File: src/rtl/window_watchdog_core.sv
// Windowed watchdog timing engine: times closed/open service windows, classifies
// service events, counts faults and raises a fixed-length reset request at the fault limit.
module window_watchdog_core #(
    parameter int RST_PULSE = 16,
    parameter int CNT_W     = 16
) (
    input  logic             CLK,
    input  logic             RST,
    input  logic [CNT_W-1:0] FWLEN,
    input  logic [CNT_W-1:0] SWLEN,
    input  logic [CNT_W-1:0] RST_LMT,
    input  logic             WDSRVC,
    input  logic             INIT,
    output logic             WDRST,
    output logic             FAULT,
    output logic             SVC_OK,
    output logic [2:0]       FLCODE,
    output logic [CNT_W-1:0] FAULT_CNT,
    output logic [1:0]       STATE
);

    typedef enum logic [1:0] {
        S_IDLE      = 2'b00,
        S_CLOSED    = 2'b01,
        S_OPEN      = 2'b10,
        S_FAULT_RST = 2'b11
    } state_t;

    localparam int PW = (RST_PULSE > 1) ? $clog2(RST_PULSE) : 1;

    state_t           state;
    logic [CNT_W-1:0] win_cnt;
    logic [CNT_W-1:0] win_len;
    logic [PW-1:0]    pulse_cnt;
    logic             svc_prev;

    logic             svc;
    logic             last_cycle;
    logic             early;
    logic             timeout;
    logic [CNT_W-1:0] fault_cnt_inc;
    logic             limit_hit;

    function automatic logic [CNT_W-1:0] eff_len(input logic [CNT_W-1:0] len);
        return (len == '0) ? CNT_W'(1) : len;
    endfunction

    // NOTE: every signal assigned here gets a value on every path, so no latch is inferred.
    always_comb begin
        svc           = WDSRVC & ~svc_prev;
        last_cycle    = (win_cnt == win_len - CNT_W'(1));
        early         = (state == S_CLOSED) && !INIT && svc;
        timeout       = (state == S_OPEN) && !INIT && !svc && last_cycle;
        fault_cnt_inc = (&FAULT_CNT) ? FAULT_CNT : FAULT_CNT + CNT_W'(1);
        limit_hit     = (RST_LMT != '0) && (fault_cnt_inc >= RST_LMT);
    end

    assign STATE = state;

    // NOTE: all state uses non-blocking assignments so every register sees pre-edge values.
    always_ff @(posedge CLK) begin
        if (RST) begin
            state     <= S_IDLE;
            win_cnt   <= '0;
            win_len   <= CNT_W'(1);
            pulse_cnt <= '0;
            svc_prev  <= 1'b0;
            WDRST     <= 1'b0;
            FAULT     <= 1'b0;
            SVC_OK    <= 1'b0;
            FLCODE    <= '0;
            FAULT_CNT <= '0;
        end else begin
            svc_prev <= WDSRVC;
            FAULT    <= 1'b0;
            SVC_OK   <= 1'b0;

            if (early || timeout) begin
                FAULT     <= 1'b1;
                FAULT_CNT <= fault_cnt_inc;
                if (early) FLCODE[0] <= 1'b1;
                else       FLCODE[1] <= 1'b1;
                if (limit_hit) begin
                    state     <= S_FAULT_RST;
                    FLCODE[2] <= 1'b1;
                    WDRST     <= 1'b1;
                    pulse_cnt <= '0;
                end else begin
                    state   <= S_CLOSED;
                    win_cnt <= '0;
                    win_len <= eff_len(FWLEN);
                end
            end else begin
                unique case (state)
                    S_IDLE: begin
                        if (!INIT) begin
                            state   <= S_CLOSED;
                            win_cnt <= '0;
                            win_len <= eff_len(FWLEN);
                        end
                    end
                    S_CLOSED: begin
                        if (INIT) begin
                            state   <= S_IDLE;
                            win_cnt <= '0;
                        end else if (last_cycle) begin
                            state   <= S_OPEN;
                            win_cnt <= '0;
                            win_len <= eff_len(SWLEN);
                        end else begin
                            win_cnt <= win_cnt + CNT_W'(1);
                        end
                    end
                    S_OPEN: begin
                        if (INIT) begin
                            state   <= S_IDLE;
                            win_cnt <= '0;
                        end else if (svc) begin
                            state   <= S_CLOSED;
                            win_cnt <= '0;
                            win_len <= eff_len(FWLEN);
                            SVC_OK  <= 1'b1;
                        end else begin
                            win_cnt <= win_cnt + CNT_W'(1);
                        end
                    end
                    S_FAULT_RST: begin
                        // Service edges and INIT are deliberately ignored until the pulse ends.
                        if (pulse_cnt == PW'(RST_PULSE - 1)) begin
                            WDRST     <= 1'b0;
                            FAULT_CNT <= '0;
                            win_cnt   <= '0;
                            if (INIT) begin
                                state <= S_IDLE;
                            end else begin
                                state   <= S_CLOSED;
                                win_len <= eff_len(FWLEN);
                            end
                        end else begin
                            pulse_cnt <= pulse_cnt + PW'(1);
                        end
                    end
                    default: state <= S_IDLE;
                endcase
            end
        end
    end

endmodule

File: config.mk
export PLATFORM = sky130hd
export DESIGN_NAME = window_watchdog_core
export DESIGN_NICKNAME = d
export VERILOG_FILES = /design/src/rtl/window_watchdog_core.sv
export SDC_FILE = /design/constraint.sdc
export NUM_CORES = 1
export LEC_CHECK = 0
export BUFFER_PORTS_ARGS = -buffer_cell sky130_fd_sc_hd__buf_2
export CAP_MARGIN = 0
export CORE_ASPECT_RATIO = 0.7
export CORE_MARGIN = 1.5
export CORE_UTILIZATION = 25
export CTS_BUF_LIST = sky130_fd_sc_hd__clkbuf_4 sky130_fd_sc_hd__clkbuf_8
export DETAILED_ROUTE_END_ITERATION = 8
export PLACE_DENSITY = 0.41
export REMOVE_ABC_BUFFERS = 1
export SYNTH_ARGS = -nofsm -noshare
export SYNTH_HDL_FRONTEND = slang
export SYNTH_SLANG_ARGS = --single-unit
File: constraint.sdc
create_clock -name CLK -period 4 [get_ports CLK]
set_input_delay 0.4 -clock CLK [delete_from_list [all_inputs] [get_ports CLK]]
set_output_delay 0.4 -clock CLK [all_outputs]
set_load 0.02 [all_outputs]
=== Word-level counts from Yosys, hierarchy flattened ===
Index checks and enable logic that the tools add are counted.

* Reductions and logical operators: 26
* Eq/ne operators: 16
* $mul: 0
* Divide/modulo/power cells: 0
* Bitwise logic cells: 4
* Magnitude comparators: 1
* Shifts and indexed selects: 0
* Muxes and demuxes: 43
* $add $sub $neg: 4

{| class="wikitable"
|+ Operator list
! cell !! number
|-
| $mux W16 || 21
|-
| $pmux W16 S4 || 2
|-
| $add A16 B1 Y16 const B || 2
|-
| $logic_not A16 Y1 || 2
|-
| $eq A16 B16 Y1 || 1
|-
| $ge A16 B16 Y1 || 1
|-
| $mux W2 || 8
|-
| $mux W4 || 4
|-
| $reduce_and A16 Y1 || 1
|-
| $reduce_bool A16 Y1 || 1
|-
| $sub A16 B1 Y16 const B || 1
|-
| $ne A3 B2 Y1 const B || 4
|-
| $reduce_and A3 Y1 || 3
|-
| $ne A4 B3 Y1 const B || 2
|-
| $pmux W2 S4 || 1
|-
| $reduce_and A2 Y1 || 4
|-
| $mux W1 || 7
|-
| $logic_and A1 B1 Y1 || 6
|-
| $ne A2 B2 Y1 const B || 3
|-
| $ne A3 B3 Y1 const B || 2
|-
| $reduce_and A6 Y1 || 1
|-
| $add A4 B1 Y4 const B || 1
|-
| $eq A2 B2 Y1 const B || 2
|-
| $eq A4 B4 Y1 const B || 1
|-
| 9 further kinds || 13
|}

* Logic and storage cells: 106
* Memories: 0
* Bits in latches: 0
* Bits in writable memories: 0
* Input port bits: 52
* Register bits: 61
* Bits in read-only memories: 0

=== Logic depth before layout (Yosys ltp) ===
* Depth after elaboration: 8
* Gate-level depth with buffers: 18

=== Worst setup path after synthesis ===
No wires, ideal clock.

* Path kind: register to register
* Start: register FAULT_CNT[3]
* End: register win_len[9]
* Path slack: -0.302 ns
* Arrival: 4.221 ns
* Library setup time: 0.081 ns
* Stages on the path, launching flop included: 19
* Cells stage by stage: dfxtp_1 > clkbuf_1 > and4_1 > nand4_1 > nor4_1 > nor2_1 > a21boi_0 > or2_2 > ha_1 > a21o_1 > a21o_1 > a211oi_1 > o21ai_0 > a41o_1 > o211ai_2 > buf_2 > buf_2 > a31oi_1 > a211oi_2

* Longest elaborated chain between the ends: 6

{| class="wikitable"
|+ RTL lines
! element !! line !! RTL
|-
| start, declared || 18 || <nowiki>output logic [CNT_W-1:0] FAULT_CNT,</nowiki>
|-
| start signal, assigned || 80 || <nowiki>FAULT_CNT <= fault_cnt_inc;</nowiki>
|-
| $add A16 B1 Y16 or $reduce_and A16 Y1 (tied branches) || 54 || <nowiki>fault_cnt_inc = (&FAULT_CNT) ? FAULT_CNT : FAULT_CNT + CNT_W'(1);</nowiki>
|-
| $mux W16 (*) || 54 ||
|-
| $ge A16 B16 Y1 (*) || 55 || <nowiki>limit_hit = (RST_LMT != '0) && (fault_cnt_inc >= RST_LMT);</nowiki>
|-
| $logic_and A1 B1 Y1 (*) || 55 ||
|-
| $ne A2 B2 Y1 (no source line) (*) || n/a ||
|-
| $reduce_and A6 Y1 (no source line) (*) || n/a ||
|-
| end signal, assigned || 91 || <nowiki>win_len <= eff_len(FWLEN);</nowiki>
|-
| end signal, assigned || 99 || <nowiki>win_len <= eff_len(FWLEN);</nowiki>
|-
| end signal, assigned || 109 || <nowiki>win_len <= eff_len(SWLEN);</nowiki>
|-
| end, declared || 33 || <nowiki>logic [CNT_W-1:0] win_len;</nowiki>
|}

Mark *: on every way between the ends. The rest lies on a longest branch, timed or not.
A chain may end at the register's enable or synchronous reset.

=== Worst setup path in the final report ===
* Start: register FAULT_CNT[6]
* End: register win_cnt[14]

* Longest elaborated chain between the ends: 6

{| class="wikitable"
|+ RTL lines
! element !! line !! RTL
|-
| $add A16 B1 Y16 or $reduce_and A16 Y1 (tied branches) || 54 ||
|-
| $mux W16 (*) || 54 ||
|-
| $ge A16 B16 Y1 (*) || 55 ||
|-
| $logic_and A1 B1 Y1 (*) || 55 ||
|-
| $ne A2 B2 Y1 (no source line) (*) || n/a ||
|-
| $reduce_and A3 Y1 (no source line) (*) || n/a ||
|-
| end signal, assigned || 111 || <nowiki>win_cnt <= win_cnt + CNT_W'(1);</nowiki>
|-
| end signal, assigned || 124 || <nowiki>win_cnt <= win_cnt + CNT_W'(1);</nowiki>
|-
| end, declared || 32 || <nowiki>logic [CNT_W-1:0] win_cnt;</nowiki>
|}

Marked as above.

==> metrics.md <==
| Metric | Value |
|---|---|
| Clock Power Share | `26.6%` |
| Sequential element share of the synthesized area | `27.8%` |
| Worst Skew | `13.8 ps` |
| Wire per inst | `17.8 µm` |
| CP endpoint kind | `flip-flop` |
| Placed Cells | `858` |
| Die area | `0.0184 mm²` |
| Setup-failing EPs final | `0` |
| Ports | `76` |
| Post-synth top area cell | `dfxtp_1` |
| Via count | `4497` |
| Total track usage | `17.3%` |
| Layout cells sized above 1 | `between 20% and 30%` |
| Worst Path Max Fanout | `15` |
| Yosys cell types | `64` |
| DIE WIDTH | `162 µm` |
| Static Leak | `2.21 nW` |
| TritonCTS buffer count | `9` |
| Initial antenna violation count | `0` |
| Final Hold Slack | `288 ps` |
| Total internal power | `1.32 mW` |
| TNS Setup | `0 ps` |
| Top cells by area, synth | `dfxtp_1 (28%), ha_1 (6.8%), a31oi_1 (4.1%)` |
| Comb pwr share | `38.7%` |
| Switch share | `a little under 40%` |
| Pre-CTS setup slack | `between 100 and 150 ps` |
| Worst skew pair latency | `350 ps` |
| Clk root buf | `clkbuf_8` |
| Tightest Pin Transition | `1230 ps` |
| CP Launch Type | `flip-flop` |
| Share of the synthesized area in the top cell type | `27.8%` |
| Seq pwr share | `34.7%` |
| Total power | `2.19 mW` |
| Post-DP HPWL | `between 10 and 15 mm` |
| Area added between synthesis and finish | `22.2%` |
| PwrDens | `a little over 400 mW/mm²` |
| Vias in the first global route | `~4200` |
| Post-synth EDFFs | `0` |
| Core Rows | `40` |
| Avg Cell Area, Syn | `7.92 µm²` |
| Design Area, Final | `0.00537 mm²` |
| YS warnings | `0` |
| Mapped Area | `0.00440 mm²` |
| Post-route ant nets | `0` |
| CP arrival | `between 4000 and 5000 ps` |
| Tightest Hold Check Type | `input pin to flip-flop` |
| DIE HEIGHT | `114 µm` |
| CTS tree | `yes` |
| Max IR drop VDD | `0.000169 V` |
| Critical path class | `flip-flop to flip-flop` |
| Switching power | `0.870 mW` |
| Placed Area | `0.00514 mm²` |
| Post-layout net count | `716` |
| First-pass GRT wire length | `about 24 mm` |
| Final count of hold timing violations | `0` |
| RD Place Congestion | `0.882` |
| Port bufs | `75` |
| Grt ovf | `0` |
| Mapped Cells | `555` |
| Diode count | `0` |
| Non-filler cells, final | `876` |
| MaxCap Viol Count | `0` |
| Tcrit/Tclk final | `95.4%` |
| Minimum clock period | `3820 ps` |
| Clock sinks | `slightly above 60` |
| RSZ-0062 raised after global routing | `true` |
| Fin. max-slew vios | `0` |
| Top_reg_cell synth | `dfxtp_1` |
| CTS clk-pin slew, worst paths | `~80 ps` |
| H-tree levels | `3` |
| Slew margin rel. | `16.6%` |
| Total wire length | `between 15 and 20 mm` |
| DR DRC count | `0` |
| Vias per cell | `5.13` |
| Number of DRC markers in iteration 0 | `roughly 260` |
| Ys async rst share | `0%` |
| 1st-pass router iterations | `5` |
| Longest Clk Path Bufs | `2` |
| Final core utilization | `31.3%` |
| Final worst slack | `183 ps` |
| Core area | `0.0172 mm²` |
| Yosys reg bits | `61` |
| Worst EP required | `4210 ps` |
| Status | `finished clean` |
| FMAX | `262 MHz` |
| Largest net degree at the start of global routing | `46` |
| Initial Util | `roughly a quarter` |
-- per-layer routing --
layer	GRT usage, %	share of wire (%)
met1	27.3	54
met5	0	0
met2	23.0	39
met4	4.44	1.4
met3	3.49	5.7
-- synth_stat cells, types with 16 or more instances --
| master | n |
|---|---|
| a21oi_1 | 26 |
| a31oi_1 | 29 |
| dfxtp_1 | 61 |
| ha_1 | 24 |
| inv_1 | 41 |
| mux2i_1 | 16 |
| nand2_1 | 37 |
| nand3_1 | 36 |
| nand4_1 | 16 |
| nor2_1 | 38 |
| nor4_1 | 20 |
| xnor2_1 | 18 |
-- cell type report --
type | count | area, µm²
clock buffer | 10 | 138
clock inverter | 6 | 62.6
fill | 1844 | 11800
inverter | 41 | 154
multi-input combinational | 422 | 2880
sequential | 61 | 1220
tap | 231 | 289
timing repair buffer | 105 | 633
-- repair_timing --
item                                    CTS  global route
buffers inserted                          0             2
endpoints found under the setup margin    0            36
gates resized for setup                   0             5
hold buffers                              0             0
-- placed cells by master (no fill, tap or decap), types with 3 or more instances in the layout --
| master | n |
|---|---|
| a211oi_2 | 10 |
| nand3_1 | 36 |
| nor3b_1 | 3 |
| ha_1 | 24 |
| o21ai_1 | 9 |
| or2_2 | 5 |
| nand4_1 | 16 |
| nand2b_1 | 6 |
| xor2_1 | 11 |
| nor3_1 | 11 |
| nand3b_1 | 4 |
| and3_1 | 10 |
| o21a_1 | 3 |
| nor4_1 | 19 |
| a21oi_1 | 26 |
| nand2_1 | 37 |
| or3_1 | 7 |
| buf_2 | 75 |
| or4_1 | 3 |
| o21ai_0 | 10 |
| inv_1 | 41 |
| dfxtp_1 | 61 |
| mux2i_1 | 16 |
| nor2_1 | 37 |
| a311oi_1 | 4 |
| a211oi_1 | 8 |
| xnor2_1 | 18 |
| clkbuf_8 | 10 |
| and4_1 | 4 |
| a31oi_1 | 29 |
| and2_1 | 4 |
| clkinvlp_4 | 3 |
| a21o_1 | 7 |
| nor2b_1 | 3 |
| buf_4 | 26 |
| a2bb2oi_1 | 6 |
-- critical path, cell delays in order (launching register included) --
cell and delay (ps):
dfxtp_1 330, and4_1 220, nand4_1 270, nor4_2 340
buf_4 200, nor2_1 130, and3_1 260, xor2_1 150
ha_1 190, a21o_1 180, a21o_1 170, a211oi_1 200
o21ai_0 110, a41o_1 240, o211a_1 200, o21ai_2 170
buf_6 190, o221ai_1 120
-- power by group through the flow --
| stage | clock network [mW] | registers [mW] | logic [mW] |
|---|---|---|---|
| floorplan | 0 | 0.767 | 0.531 |
| finish | 0.582 | 0.761 | 0.849 |
| global route | 0.635 | 0.771 | 0.930 |
| detailed placement | 0 | 0.773 | 0.833 |
| global placement | 0 | 0.772 | 0.822 |
| CTS | 0.610 | 0.759 | 0.838 |
-- flip-flops by register name (all words and copies together) (netlist names) --
register	count
STATE	2
SVC_OK	1
FAULT_CNT	16
WDRST	1
pulse_cnt	4
FLCODE	3
win_len	16
svc_prev	1
FAULT	1
win_cnt	16
-- final timing paths --
path	from	to	slack (ps)	cells after the start
max	FAULT_CNT[6]	win_cnt[14]	180	17
min	WDSRVC	svc_prev	290	2
max reg2reg	FAULT_CNT[6]	win_cnt[14]	180	17
min reg2reg	FLCODE[0]	FLCODE[0]	480	1
-- cell families after synthesis --
kind of cell / count (synthesis) / synth area share (%)
xor gates and xnor gates: 29 / 5.78
DFF: 61 / 27.8
adders and majority gates: 24 / 6.83
and+or+nand+nor: 214 / 25.8
buffers and inverters: 72 / 7.14
AOI/OAI and AO/OA: 138 / 22.8
muxes: 17 / 3.90
Power figures use the tool's default switching activity.
